### config.mk
export PLATFORM = sky130hd
export DESIGN_NAME = instr_sequencer
export DESIGN_NICKNAME = d
export VERILOG_FILES = /design/src/rtl/seq_defs.sv /design/src/rtl/prog_buffer.sv /design/src/rtl/instr_sequencer.sv
export SDC_FILE = /design/constraint.sdc
export NUM_CORES = 1
export LEC_CHECK = 0
export CAP_MARGIN = 20
export CORE_UTILIZATION = 57
export CTS_BUF_LIST = sky130_fd_sc_hd__clkbuf_16
export CTS_CLUSTER_DIAMETER = 120
export DETAILED_ROUTE_END_ITERATION = 10
export PLACE_DENSITY = 0.82
export SYNTH_ARGS = -nofsm -noshare
export SYNTH_HDL_FRONTEND = slang
export SYNTH_HIERARCHICAL = 1
export SYNTH_SLANG_ARGS = --single-unit
### constraint.sdc
create_clock -name clk -period 5.95 [get_ports clk]
set_input_delay 1.785 -clock clk [delete_from_list [all_inputs] [get_ports clk]]
set_output_delay 1.785 -clock clk [all_outputs]
set_load 0.01 [all_outputs]
### src/rtl/seq_defs.sv
// Shared definitions for the instruction sequencer front end.
// Sizes, FSM state encoding and instruction field positions.
package seq_defs;

  localparam int DEPTH      = 8;
  localparam int AW         = 3;
  localparam int PHASE_GAP  = 4;
  localparam int PW         = $clog2(PHASE_GAP);
  localparam int NIBBLES    = 4;
  localparam int OPCODE_MSB = 15;
  localparam int OPCODE_LSB = 12;

  typedef enum logic [2:0] {
    S_IDLE  = 3'd0,
    S_FETCH = 3'd1,
    S_EXEC  = 3'd2,
    S_OVF   = 3'd3,
    S_STORE = 3'd4,
    S_NEXT  = 3'd5
  } state_t;

  function automatic logic [3:0] opcode_of(
    input logic [15:0] word
  );
    return word[OPCODE_MSB:OPCODE_LSB];
  endfunction

endpackage

### src/rtl/prog_buffer.sv
// Program word store: synchronous write, asynchronous read.
// Contents are not reset; only words below count are ever read.
module prog_buffer
  import seq_defs::*;
(
  input  logic          clk,
  input  logic          we,
  input  logic [AW-1:0] waddr,
  input  logic [15:0]   wdata,
  input  logic [AW-1:0] raddr,
  output logic [15:0]   rdata
);

  logic [15:0] mem [DEPTH];

  // write one word per enabled cycle
  always_ff @(posedge clk) begin
    if (we) mem[waddr] <= wdata;
  end

  assign rdata = mem[raddr];

endmodule

### src/rtl/instr_sequencer.sv
// Nibble entry, program replay and phase-strobe generation.
// Strobes are registered and issued on the first cycle of each phase.
module instr_sequencer
  import seq_defs::*;
(
  input  logic          clk,
  input  logic          rst,
  input  logic [3:0]    sw,
  input  logic          load_pulse,
  input  logic          go_pulse,
  input  logic          clr_pulse,
  input  logic          run_all,
  output logic [15:0]   instruction,
  output logic          Execute_St,
  output logic          Overflow_St,
  output logic          Reg_Store,
  output logic [AW-1:0] pc,
  output logic [AW:0]   count,
  output logic [1:0]    nib_idx,
  output logic          busy,
  output logic          full
);

  localparam logic [PW-1:0] PH_LAST = PW'(PHASE_GAP - 1);
  localparam logic [1:0]    NIB_LAST = 2'(NIBBLES - 1);

  state_t        state_q, state_d;
  logic [PW-1:0] phase_q, phase_d;
  logic [AW-1:0] pc_d;
  logic [AW:0]   pc_next;
  logic          phase_done;
  logic          fetch;
  logic          exe_d, ovf_d, sto_d;
  logic [11:0]   shreg;
  logic          load_ok;
  logic          word_done;
  logic          we;
  logic [15:0]   wdata;
  logic [15:0]   rdata;

  assign busy       = (state_q != S_IDLE);
  assign full       = (count == (AW+1)'(DEPTH));
  assign phase_done = (phase_q == PH_LAST);
  assign pc_next    = {1'b0, pc} + (AW+1)'(1);

  assign load_ok   = (state_q == S_IDLE) && load_pulse
                  && !go_pulse && !clr_pulse && !full;
  assign word_done = (nib_idx == NIB_LAST);
  assign we        = load_ok && word_done;
  assign wdata     = {shreg, sw};

  prog_buffer u_buf (
    .clk   (clk),
    .we    (we),
    .waddr (count[AW-1:0]),
    .wdata (wdata),
    .raddr (pc_d),
    .rdata (rdata)
  );

  // next state, phase timing, pc advance and strobe requests
  always_comb begin
    state_d = state_q;
    phase_d = phase_q;
    pc_d    = pc;
    fetch   = 1'b0;
    exe_d   = 1'b0;
    ovf_d   = 1'b0;
    sto_d   = 1'b0;
    if (clr_pulse) begin
      state_d = S_IDLE;
      phase_d = '0;
      pc_d    = '0;
    end else begin
      unique case (state_q)
        S_IDLE: begin
          if (go_pulse && count != '0) begin
            state_d = S_FETCH;
            phase_d = '0;
            fetch   = 1'b1;
          end
        end
        S_FETCH: begin
          if (phase_done) begin
            state_d = S_EXEC;
            phase_d = '0;
            exe_d   = 1'b1;
          end else begin
            phase_d = phase_q + 1'b1;
          end
        end
        S_EXEC: begin
          if (phase_done) begin
            state_d = S_OVF;
            phase_d = '0;
            ovf_d   = 1'b1;
          end else begin
            phase_d = phase_q + 1'b1;
          end
        end
        S_OVF: begin
          if (phase_done) begin
            state_d = S_STORE;
            phase_d = '0;
            sto_d   = 1'b1;
          end else begin
            phase_d = phase_q + 1'b1;
          end
        end
        S_STORE: begin
          if (phase_done) begin
            state_d = S_NEXT;
            phase_d = '0;
          end else begin
            phase_d = phase_q + 1'b1;
          end
        end
        S_NEXT: begin
          if (pc_next == count) begin
            pc_d    = '0;
            state_d = S_IDLE;
          end else if (run_all) begin
            pc_d    = pc_next[AW-1:0];
            state_d = S_FETCH;
            phase_d = '0;
            fetch   = 1'b1;
          end else begin
            pc_d    = pc_next[AW-1:0];
            state_d = S_IDLE;
          end
        end
        default: begin
          state_d = S_IDLE;
          phase_d = '0;
        end
      endcase
    end
  end

  // FSM state, pc, fetched word and phase strobes
  always_ff @(posedge clk or negedge rst) begin
    if (!rst) begin
      state_q     <= S_IDLE;
      phase_q     <= '0;
      pc          <= '0;
      instruction <= '0;
      Execute_St  <= 1'b0;
      Overflow_St <= 1'b0;
      Reg_Store   <= 1'b0;
    end else begin
      state_q     <= state_d;
      phase_q     <= phase_d;
      pc          <= pc_d;
      Execute_St  <= exe_d;
      Overflow_St <= ovf_d;
      Reg_Store   <= sto_d;
      if (fetch) instruction <= rdata;
    end
  end

  // nibble shift register, nibble index and word count
  always_ff @(posedge clk or negedge rst) begin
    if (!rst) begin
      shreg   <= '0;
      nib_idx <= '0;
      count   <= '0;
    end else if (clr_pulse) begin
      shreg   <= '0;
      nib_idx <= '0;
      count   <= '0;
    end else if (load_ok) begin
      shreg   <= {shreg[7:0], sw};
      nib_idx <= nib_idx + 2'd1;
      if (word_done) count <= count + 1'b1;
    end
  end

endmodule

; Yosys cells after proc, flatten, opt, wreduce, memory -nomap -nowiden
; Memory sizes are Yosys's and may differ from the RTL's. A register that Yosys moved wholly into a read port is not among the register bits.
; Cells that the tools add are included.
[classes]
addsub = 4
n_eq_ne = 16
mux = 39
reduce_logical = 19
[ops]
columns = operator, count
row1 = 3-bit 2-to-1 mux, 9
row2 = 12-bit 2-to-1 mux, 2
row3 = 3-bit != test (second input constant), 6
row4 = 3-bit case mux with 6 select lines, 1
row5 = 1-bit 2-to-1 mux, 15
row6 = 2-bit 2-to-1 mux, 7
row7 = 4-bit 2-to-1 mux, 3
row8 = 3-bit by 2-bit == test with 1-bit output (second input constant), 2
row9 = 3-bit == test (second input constant), 2
row10 = 1-bit logical AND, 6
row11 = 2-bit case mux with 3 select lines, 1
row12 = 5-bit AND reduction, 1
row13 = 2-bit by 1-bit adder with 2-bit output (second input constant), 2
row14 = 3-bit by 1-bit adder with 4-bit output (second input constant), 1
row15 = 4-bit by 1-bit adder with 4-bit output (second input constant), 1
row16 = 2-bit == test (second input constant), 2
row17 = 4-bit == test, 1
row18 = 4-bit == test (second input constant), 1
row19 = 1-bit logical NOT, 4
row20 = 2-bit nonzero test, 2
row21 = 4-bit nonzero test, 1
row22 = 4-bit OR reduction, 1
row23 = 3-bit by 1-bit == test with 1-bit output (second input constant), 1
row24 = 3-bit logical NOT, 1
row25 = other kinds (5), 5
[totals]
register_bits = 29
mem_bits_rw = 128
input_bits = 10
output_inout_bits = 30
elab_cells = 88
n_memories = 1
[mem_list]
columns = memory, words, word_bits, rd, rd_clocked_by_memory_dff, wr, line
row1 = u_buf.mem, 8, 16, 1, 1, 1, prog_buffer.sv:14  ; logic [15:0] mem [DEPTH];

; Logic depth before layout (Yosys ltp)
; Gate-level depths: netlist of run 1.
[logic_depth]
depth_word = 8
ltp_mapped = 11
ltp_nobuf = 9

; Cells and area by module
; The synthesis of run 1 kept the hierarchy.
[modules_own_cells]
columns = module, instances, cells_each, area_per_inst_um2, seq_area_each_um2
row1 = prog_buffer, 1, 198, 4973.5, 3843.7
row2 = instr_sequencer, 1, 205, 2198.4, 1126.1

; Worst setup path before layout of run 1
; No wires, ideal clock.
[synth_timing]
path_type = input to register
from = in clr_pulse
to = mem u_buf.mem[4][0], enable pin
setup_ns = 0.409
arrival_time_ns = 3.764
required_ns = 5.541
path_slack_ns = 1.777
cell_stages = 6
n_path_buf = 0
path_cell_list = nor4_1 and4b_1 nand2_1 inv_1 nand2_1 nor3_1
[synth_via]
elab_chain_len = 6
[synth_rtl]
columns = element, line
row1 = start: declaration, instr_sequencer.sv:11  ; input logic clr_pulse,
row2 = 1-bit logical NOT, instr_sequencer.sv:47  ; && !go_pulse && !clr_pulse && !full;
row3 = 1-bit logical AND (2 in series), instr_sequencer.sv:47
row4 = 1-bit logical AND, instr_sequencer.sv:49  ; assign we = load_ok && word_done;
row5 = via we, instr_sequencer.sv:37  ; logic we;
row6 = 1-bit 2-to-1 mux, prog_buffer.sv:18  ; if (we) mem[waddr] <= wdata;
row7 = 1-bit 2-to-1 mux (implied by the code), prog_buffer.sv:18
row8 = end: declaration, prog_buffer.sv:14
; The timed path passes the listed nets, and every way through them passes these cells.

; Worst setup path in the final report of run 1
[layout_timing]
from = in clr_pulse
to = mem u_buf.mem[3][11], enable pin
; The elaborated chain is that of the path after synthesis.

==> results of run 1 <==
## layout make-up
type                    instances  share of cell area
multi-input cells             204               0.249
clock inverters                15              0.0205
inverters                       7             0.00313
well taps                     168              0.0250
clock buffers                  17              0.0506
repair buffers                 54              0.0608
flip-flops and latches        173               0.591
## per-stage QoR
stage                     instance area [sq um]   util  hold WS (ns)  total power, mW  setup slack [ns]
after floorplan                            7170      -         0.538             1.40              1.78
after global placement                     7780  0.640         0.492             1.45              1.50
after detailed placement                   7780  0.640         0.492             1.45              1.40
after CTS                                  8380  0.689         0.509             2.55              1.84
after global routing                       8400  0.691         0.526             2.61              1.62
final                                      8400  0.691         0.506             2.53              1.80
## critical path, delay by kind of cell
kind          cells  cell delay (ns)
simple gates      5             1.42
buf+inv           4             1.04
## cell families after synthesis
group | after synthesis | synth area share
DFF | 173 | 0.693
AOI/OAI and AO/OA | 39 | 0.0356
adders and majority gates | 5 | 0.00872
buffers and inverters | 26 | 0.0197
and+or+nand+nor | 88 | 0.0623
xor gates and xnor gates | 6 | 0.00733
muxes | 66 | 0.173
## routing by layer
metal  wire [um]  GRT usage
met1        5670      0.291
met2        7170      0.399
met3         704     0.0540
met4         139     0.0684
met5           0          0
## how the worst max path moves through the flow
stage	slack, ns	end	cells after the start
after floorplan	1.78	u_buf/mem[4][0]$_DFFE_PP_	6
after global placement	1.50	u_buf/mem[2][0]$_DFFE_PP_	9
after detailed placement	1.40	u_buf/mem[2][1]$_DFFE_PP_	9
after CTS	1.84	u_buf/mem[2][3]$_DFFE_PP_	9
after global routing	1.62	u_buf/mem[3][1]$_DFFE_PP_	9
final	1.80	u_buf/mem[3][11]$_DFFE_PP_	9
## cells in the final DEF (no fill, tap or decap), types with 3 or more instances in the layout
master / synthesis / final
clkdlybuf4s50_1: 0 / 38
clkinvlp_4: 0 / 4
mux2_2: 22 / 22
nand3b_1: 3 / 3
nand3_1: 5 / 5
a21oi_1: 11 / 9
or3_1: 3 / 3
edfxtp_1: 128 / 128
mux4_2: 4 / 4
nor3_1: 7 / 5
clkbuf_16: 0 / 17
xnor2_1: 3 / 3
bufinv_16: 0 / 3
nor2_1: 15 / 14
ha_1: 5 / 5
o21ai_0: 17 / 17
inv_1: 7 / 10
nand2b_1: 19 / 19
mux2_4: 10 / 10
dfrtp_1: 45 / 45
nand2_1: 26 / 26
buf_4: 0 / 14
xor2_1: 3 / 3
mux4_1: 28 / 28
## sequential cells by signal, indices dropped and copies added, names as in the netlist
name and count:
count 4, phase_q 2, Execute_St 1, shreg 12, u_buf/mem 128, Reg_Store 1
pc 3, state_q 3, Overflow_St 1, nib_idx 2, instruction 16
## report_power, final
group          internal [mW]  switching, mW  total, mW  leakage, nW
combinational         0.0541         0.0525      0.107        0.944
clock                  0.659          0.444       1.10        0.289
sequential              1.31         0.0195       1.32         1.80
==> flow_metrics.py, run 1 <==
metrics = {
    "run_status": {
        "outcome": "complete, no violations",
    },
    "route": {
        "via_per_inst": 5.80,
        "post_drt_wl_per_cell_um": 21.5,
        "routed_wl_mm": 13.7,
        "num_vias": 3701,
        "dr.pass1.iters": 4,
        "drc": 0,
        "ant_nets": 0,
        "first_iter_violations": 237,
    },
    "power": {
        "irDropWorstVdd_v": 0.000156,
        "leakage_nw": 3.04,
        "powerDensity_nw_per_um2": 302,
    },
    "critical_path": {
        "cpPeakStageDelay_ns": 0.56,
        "crit_top_cell": "buf_4",
        "startpoint_type": "input port",
        "timing.rr.start": "pc[0]$_DFF_PN0_",
        "crit_path_cell_trace": "clkdlybuf4s50_1, buf_4, nor4_1, and4b_1, nand2_1, inv_1, nand2b_1, nor2_1, buf_4",
        "crit_path_end_kind": "register",
        "r2r-end": "instruction[8]$_DFFE_PN0P_",
        "slowest_stage": "nor2_1",
        "reg2reg_slack_ns": 2.28,
        "crit_arrival_ns": 4.27,
        "rr_worst_depth": 10,
        "crit_fanout": 31,
        "cp-startpoint": "clr_pulse",
        "cp_data_required_time_ns": 6.07,
        "setup.worst_path.class": "input port to register",
    },
    "yosys": {
        "yosysTopAreaCell": "edfxtp_1",
        "synth_area_sq_um": 7170,
        "synthTopCellsByCount": "edfxtp_1, dfrtp_1, mux4_1, nand2_1, mux2_2",
        "yosysSeqAreaShare": 0.693,
        "yosysMostFrequentCell": "edfxtp_1",
        "synth_nets": 418,
        "yosysWarnings": 6,
        "ys.flop_type": "edfxtp_1",
        "postSynth.asyncResetShare": 0.260,
        "ys_ff_latch": 173,
        "synthTopCellsByArea": "edfxtp_1, dfrtp_1, mux4_1",
        "ys_types": 44,
        "syn_inst": 403,
        "synth_edf_count": 128,
        "synth_top_cell_area_share": 0.536,
        "syn_area_per_cell_sq_um": 17.8,
    },
    "timing": {
        "finalClockSkew_ns": 0.0125,
        "fmax_ghz": 0.241,
        "slew_violations": 0,
        "rsz0062_at_grt": "no",
        "slew_headroom": 0.536,
        "setup_violations": 0,
        "fin_crit_sh": 0.698,
        "fin_setup_tns_ns": 0,
        "hold_viol": 0,
        "tightest_slew_ns": 0.694,
        "post-route-min-period_ns": 4.15,
    },
    "cells_and_area": {
        "antenna_cells": 0,
        "regArea_sq_um": 4970,
        "syn2layout_area_growth_pct": 17.2,
        "layout.nets": 472,
        "num-fill-cells": 769,
        "drive_above_1_share": 0.191,
        "final_cells": 638,
        "multi_input_area_sq_um": 2090,
    },
    "grt": {
        "grt_pass1_vias": 3868,
        "antenna_found_initial": 0,
        "grtUsageTotal": 0.230,
        "grt_pass1_wl_mm": 21.3,
        "grt_max_degree": 46,
        "grt-ovfl-total": 0,
    },
    "clock_network": {
        "path_clk_slew_ns": 0.06,
        "cts_tree": "done",
        "root_buffer": "clkbuf_16",
        "clockBufferDepth": 2,
        "numCtsBuffers": 17,
        "cts_resized": 0,
        "cts_hold_buf": 0,
        "post_cts_buffers": 0,
        "clock_sinks": 173,
        "insertion_delay_ns": 0.42,
        "cts-htree-levels": 4,
    },
    "die": {
        "coreArea_sq_um": 12200,
        "dieArea_sq_um": 13000,
        "die_y_um": 114,
        "io_pins": 40,
        "die_w_um": 114,
        "start_util": 0.590,
        "rows": 40,
    },
    "min_path": {
        "holdPathStages": 1,
        "worst_hold_path_type": "register to register",
        "hp-start": "instruction[1]$_DFFE_PN0P_",
        "min_to": "instruction[1]$_DFFE_PN0P_",
    },
    "placed_design": {
        "dp.cells": 605,
        "hpwlAfterDp_mm": 8.34,
        "io_buffers": 39,
        "place_congestion": 0.838,
    },
    "job": {
        "cap_violations": 0,
    },
}
(Power assumes the default switching activity.)
==> run 2, diff against run 1 <==
==> constraint.sdc (replaced) <==
create_clock -name clk -period 4.02 [get_ports clk]
set_input_delay 1.206 -clock clk [delete_from_list [all_inputs] [get_ports clk]]
set_output_delay 1.206 -clock clk [all_outputs]
set_load 0.01 [all_outputs]
==> run 2 against run 1 <==
- count of clock-buffer cells in the layout up 2
- setup slack worse by 1.4 ns
- critical path type is now register to register
- highest routed layer unchanged
- first-iteration DRC count up 19%
- sequential power up 48%
- core utilization up 0.82 points
==> flow_metrics.py, run 2 (synthesis results as in run 1) <==
metrics = {
    "job": {
        "cap_violations": 0,
    },
    "clock_network": {
        "cts-htree-levels": 4,
        "cts_hold_buf": 0,
        "numCtsBuffers": 17,
        "cts_tree": "done",
        "insertion_delay_ns": 0.43,
        "clockBufferDepth": 2,
        "path_clk_slew_ns": 0.06,
        "post_cts_buffers": 0,
        "root_buffer": "clkbuf_16",
        "clock_sinks": 173,
        "cts_resized": 0,
    },
    "cells_and_area": {
        "final_common_cell": "edfxtp_1",
        "antenna_cells": 0,
        "num-fill-cells": 756,
        "drive_above_1_share": 0.201,
        "largest_register": "u_buf/mem",
        "final_area_sq_um": 8500,
        "largest_reg_flops": 128,
        "layout_common_cells": "edfxtp_1, dfrtp_1, clkdlybuf4s50_1",
        "final_cells": 640,
        "syn2layout_area_growth_pct": 18.6,
        "layout.nets": 474,
        "top_regs": "u_buf/mem (128), instruction (16), shreg (12)",
    },
    "grt": {
        "grtUsageTotal": 0.244,
        "grt-ovfl-total": 0,
        "antenna_found_initial": 0,
        "grt_pass1_vias": 4040,
        "grt_max_degree": 34,
        "grt_pass1_wl_mm": 22.5,
    },
    "critical_path": {
        "crit_path_cell_trace": "ha_1, xnor2_1, a211o_1, o21ai_2, or2_2, a21oi_4, buf_4, mux4_1, mux2_2, mux2_4",
        "slowest_stage": "mux4_1",
        "crit_fanout": 9,
        "critPathTopFamily": "multiplexers",
        "crit_path_end_kind": "register",
        "cp_data_required_time_ns": 4.33,
        "path_buf_inv": 1,
        "cpPeakStageDelay_ns": 0.58,
        "crit_arrival_ns": 3.89,
        "setup.worst_path.class": "register to register",
        "startpoint_type": "register",
    },
    "run_status": {
        "outcome": "complete, no violations",
    },
    "route": {
        "ant_nets": 0,
        "dr.pass1.iters": 5,
        "first_iter_violations": 281,
        "drc": 0,
        "post_drt_wl_per_cell_um": 22.5,
        "routed_wl_mm": 14.4,
        "via_per_inst": 5.92,
        "num_vias": 3788,
    },
    "timing": {
        "final.setup.worst_slack_ns": 0.439,
        "setup_violations": 0,
        "tightest_slew_ns": 0.873,
        "slew_headroom": 0.418,
        "post-route-min-period_ns": 3.58,
        "whs_ns": 0.513,
        "slew_violations": 0,
        "finalClockSkew_ns": 0.00813,
        "rsz0062_at_grt": "no",
        "fin_crit_sh": 0.891,
        "fin_setup_tns_ns": 0,
        "hold_viol": 0,
        "fmax_ghz": 0.279,
    },
    "power": {
        "leakage_nw": 3.08,
        "irDropWorstVdd_v": 0.000263,
        "powerDensity_nw_per_um2": 460,
    },
    "placed_design": {
        "dpl_worst_slack_ns": 0.237,
        "place_congestion": 0.766,
        "placedInstanceArea_sq_um": 7850,
        "dp.cells": 608,
        "io_buffers": 39,
        "hpwlAfterDp_mm": 8.16,
    },
    "die": {
        "coreArea_sq_um": 12200,
        "dieArea_sq_um": 13000,
        "start_util": 0.590,
        "die_w_um": 114,
        "rows": 40,
        "die_y_um": 114,
        "io_pins": 40,
    },
    "min_path": {
        "worst_hold_path_type": "register to register",
    },
}
==> run 2: cell types whose count changed in the layout (fill, tap and decap cells not counted), moves of 2 or more <==
cell	delta
clkinv_2	+2
inv_1	-3
clkinv_4	+2
clkinvlp_4	-3
clkbuf_16	+2
buf_12	+2
==> run 2: metal layers <==
layer	track usage	routed length (um)
met5	0	0
met4	0.106	303
met3	0.0556	735
met2	0.404	7470
met1	0.313	5910
==> run 2: layout make-up <==
cell class | count | area (sq um) | area share
Sequential cell | 173 | 4970 | 0.584
Clock inverter | 13 | 183 | 0.0215
Timing Repair Buffer | 56 | 551 | 0.0647
Clock buffer | 19 | 475 | 0.0559
Inverter | 7 | 26.3 | 0.00309
Multi-Input combinational cell | 204 | 2090 | 0.246
Tap cell | 168 | 210 | 0.0247
==> run 2: report_power, final <==
group,internal [mW],switching (mW)
combinational,0.0814,0.0786
sequential,1.93,0.0288
clock,1.12,0.679
total,3.13,0.787
==> run 2: stage by stage <==
stage                     power [mW]  utilization
after CTS                       3.94        0.699
final                           3.91        0.699
after global routing            4.03        0.699
after floorplan                 2.08            -
after detailed placement        2.16        0.645
after global placement          2.15        0.645
==> run 2: path summary, 6_finish.rpt <==
kind                                            start                           to  slack (ns)  cells after the start
max                                   pc[0]$_DFF_PN0_  instruction[14]$_DFFE_PN0P_        0.44                     10
min                        instruction[3]$_DFFE_PN0P_   instruction[3]$_DFFE_PN0P_        0.51                      1
max reg2reg                           pc[0]$_DFF_PN0_  instruction[14]$_DFFE_PN0P_        0.44                     10
min reg2reg                instruction[3]$_DFFE_PN0P_   instruction[3]$_DFFE_PN0P_        0.51                      1
max in group asynchronous                         rst  instruction[15]$_DFFE_PN0P_        2.46                      2
min in group asynchronous                         rst  instruction[14]$_DFFE_PN0P_        0.80                      1
==> run 3, diff against run 2 <==
--- a/config.mk
+++ b/config.mk
@@ -6,11 +6,11 @@
 export NUM_CORES = 1
 export LEC_CHECK = 0
 export CAP_MARGIN = 20
-export CORE_UTILIZATION = 57
+export CORE_UTILIZATION = 59
 export CTS_BUF_LIST = sky130_fd_sc_hd__clkbuf_16
 export CTS_CLUSTER_DIAMETER = 120
 export DETAILED_ROUTE_END_ITERATION = 10
-export PLACE_DENSITY = 0.82
+export PLACE_DENSITY = 0.84
 export SYNTH_ARGS = -nofsm -noshare
 export SYNTH_HDL_FRONTEND = slang
 export SYNTH_HIERARCHICAL = 1
==> run 3 against run 2 <==
- first-iteration DRC count grew 11%
- maximum frequency grew 2.3%
- routed wire length shrank 4.0%
- global-route usage shrank 0.28 points
- count of clock-buffer cells in the layout shrank 2
- non-clock buffer count shrank 1
- clock power shrank 12%
==> flow_metrics.py, run 3 (synthesis results as in run 1) <==
metrics = {
    "run_status": {
        "outcome": "complete, no violations",
    },
    "grt": {
        "grtUsageTotal": 0.242,
        "grt_max_degree": 34,
        "grt_pass1_wl_mm": 21.8,
        "grt_pass1_vias": 3989,
        "antenna_found_initial": 0,
        "grt-ovfl-total": 0,
    },
    "placed_design": {
        "place_congestion": 0.864,
        "placedInstanceArea_sq_um": 7790,
        "hpwlAfterDp_mm": 8.10,
        "dpl_worst_slack_ns": 0.489,
        "io_buffers": 39,
    },
    "power": {
        "p_switching_mw": 0.726,
        "p_seq_frac": 0.531,
        "power_mw": 3.69,
        "clock_power_share": 0.426,
        "leakage_nw": 3.06,
        "irDropWorstVdd_v": 0.000242,
        "internal_power_mw": 2.97,
        "sw_frac_of_total": 0.197,
        "powerDensity_nw_per_um2": 442,
        "pwr-share-comb": 0.043,
    },
    "cells_and_area": {
        "top_regs": "u_buf/mem (128), instruction (16), shreg (12)",
        "largest_register": "u_buf/mem",
        "num-fill-cells": 718,
        "syn2layout_area_growth_pct": 16.6,
        "drive_above_1_share": 0.189,
        "final_common_cell": "edfxtp_1",
        "largest_reg_flops": 128,
        "layout.nets": 473,
        "antenna_cells": 0,
        "layout_common_cells": "edfxtp_1, dfrtp_1, clkdlybuf4s50_1",
        "final_area_sq_um": 8360,
    },
    "timing": {
        "fin_setup_tns_ns": 0,
        "setup_violations": 0,
        "fin_crit_sh": 0.871,
        "rsz0062_at_grt": "no",
        "slew_headroom": 0.413,
        "post-route-min-period_ns": 3.50,
        "slew_violations": 0,
        "final.setup.worst_slack_ns": 0.517,
        "whs_ns": 0.507,
        "hold_viol": 0,
        "tightest_slew_ns": 0.881,
        "finalClockSkew_ns": 0.00653,
        "fmax_ghz": 0.285,
    },
    "die": {
        "dieArea_sq_um": 12600,
        "io_pins": 40,
        "rows": 39,
        "coreArea_sq_um": 11600,
        "die_w_um": 112,
        "start_util": 0.618,
        "die_y_um": 112,
    },
    "route": {
        "num_vias": 3708,
        "via_per_inst": 6.04,
        "post_drt_wl_per_cell_um": 22.5,
        "dr.pass1.iters": 4,
        "ant_nets": 0,
        "drc": 0,
        "first_iter_violations": 312,
        "routed_wl_mm": 13.8,
    },
    "critical_path": {
        "path_buf_inv": 1,
        "critPathTopFamily": "multiplexers",
        "crit_path_cell_trace": "ha_1, xnor2_1, a211o_1, o21ai_2, or2_2, a21oi_4, buf_12, mux4_1, mux2_2, mux2_4",
        "crit_arrival_ns": 3.81,
        "cpPeakStageDelay_ns": 0.63,
        "crit_path_end_kind": "register",
        "startpoint_type": "register",
        "setup.worst_path.class": "register to register",
        "slowest_stage": "mux4_1",
        "crit_fanout": 33,
        "cp_data_required_time_ns": 4.33,
    },
    "clock_network": {
        "cts_hold_buf": 0,
        "post_cts_buffers": 0,
        "clockBufferDepth": 2,
        "cts-htree-levels": 4,
        "path_clk_slew_ns": 0.06,
        "insertion_delay_ns": 0.42,
        "root_buffer": "clkbuf_16",
        "numCtsBuffers": 17,
        "clock_sinks": 173,
        "cts_resized": 0,
        "cts_tree": "done",
    },
    "min_path": {
        "worst_hold_path_type": "register to register",
    },
    "job": {
        "cap_violations": 0,
    },
}
[run 3: cell count changes in the layout (fill, tap and decap cells not counted), sizes merged]
cell	delta
buf	-1
inv	+3
clkbuf	-2
bufinv	-1
clkinv	+1
clkinvlp	-1
[run 3: final cells by class]
type                            instances  area [sq um]  area share
Clock inverter                         15           143      0.0171
Inverter                                7          26.3     0.00314
Clock buffer                           17           425      0.0509
Multi-Input combinational cell        204          2090       0.250
Timing Repair Buffer                   55           531      0.0634
Tap cell                              143           179      0.0214
Sequential cell                       173          4970       0.594
[run 3: stage by stage]
| step | utilization | instances |
|---|---|---|
| 6_report | 0.720 | 614 |
| 3_3_place_gp | 0.671 | 582 |
| 2_1_floorplan | - | 403 |
| 5_1_grt | 0.720 | 614 |
| 4_1_cts | 0.720 | 614 |
| 3_5_place_dp | 0.671 | 582 |
[run 3: power groups by stage]
stage | Sequential (mW) | Clock (mW) | Combinational (mW)
floorplan | 1.99 | 0 | 0.0859
finish | 1.96 | 1.57 | 0.160
global route | 1.96 | 1.67 | 0.174
CTS | 1.96 | 1.59 | 0.163
detailed placement | 2.00 | 0 | 0.161
global placement | 1.99 | 0 | 0.156
[run 3: routing by layer]
layer | global-route usage | vias to the layer above | part of all wire
met1 | 0.304 | 1882 | 0.40
met4 | 0.108 | 0 | 0.022
li1 | - | 1685 | -
met3 | 0.0464 | 26 | 0.060
met2 | 0.412 | 115 | 0.52
met5 | 0 | - | 0
[run 3: worst paths after layout]
check	from	end	slack, ns	cells after the start
worst max-delay path	pc[0]$_DFF_PN0_	instruction[14]$_DFFE_PN0P_	0.52	10
worst min-delay path	instruction[3]$_DFFE_PN0P_	instruction[3]$_DFFE_PN0P_	0.51	1
worst max register to register	pc[0]$_DFF_PN0_	instruction[14]$_DFFE_PN0P_	0.52	10
worst min register to register	instruction[3]$_DFFE_PN0P_	instruction[3]$_DFFE_PN0P_	0.51	1
max in group asynchronous	rst	nib_idx[1]$_DFFE_PN0P_	2.39	2
min in group asynchronous	rst	instruction[14]$_DFFE_PN0P_	0.89	1
[run 3: worst register-to-register path, delay by kind of cell (launching register included)]
kind,cells,cell delay (ns)
compound gates,3,0.51
xor+xnor,1,0.32
fa+ha+maj,1,0.29
buf+inv,1,0.27
flops,1,0.48
mux,3,1.19
simple gates,1,0.31
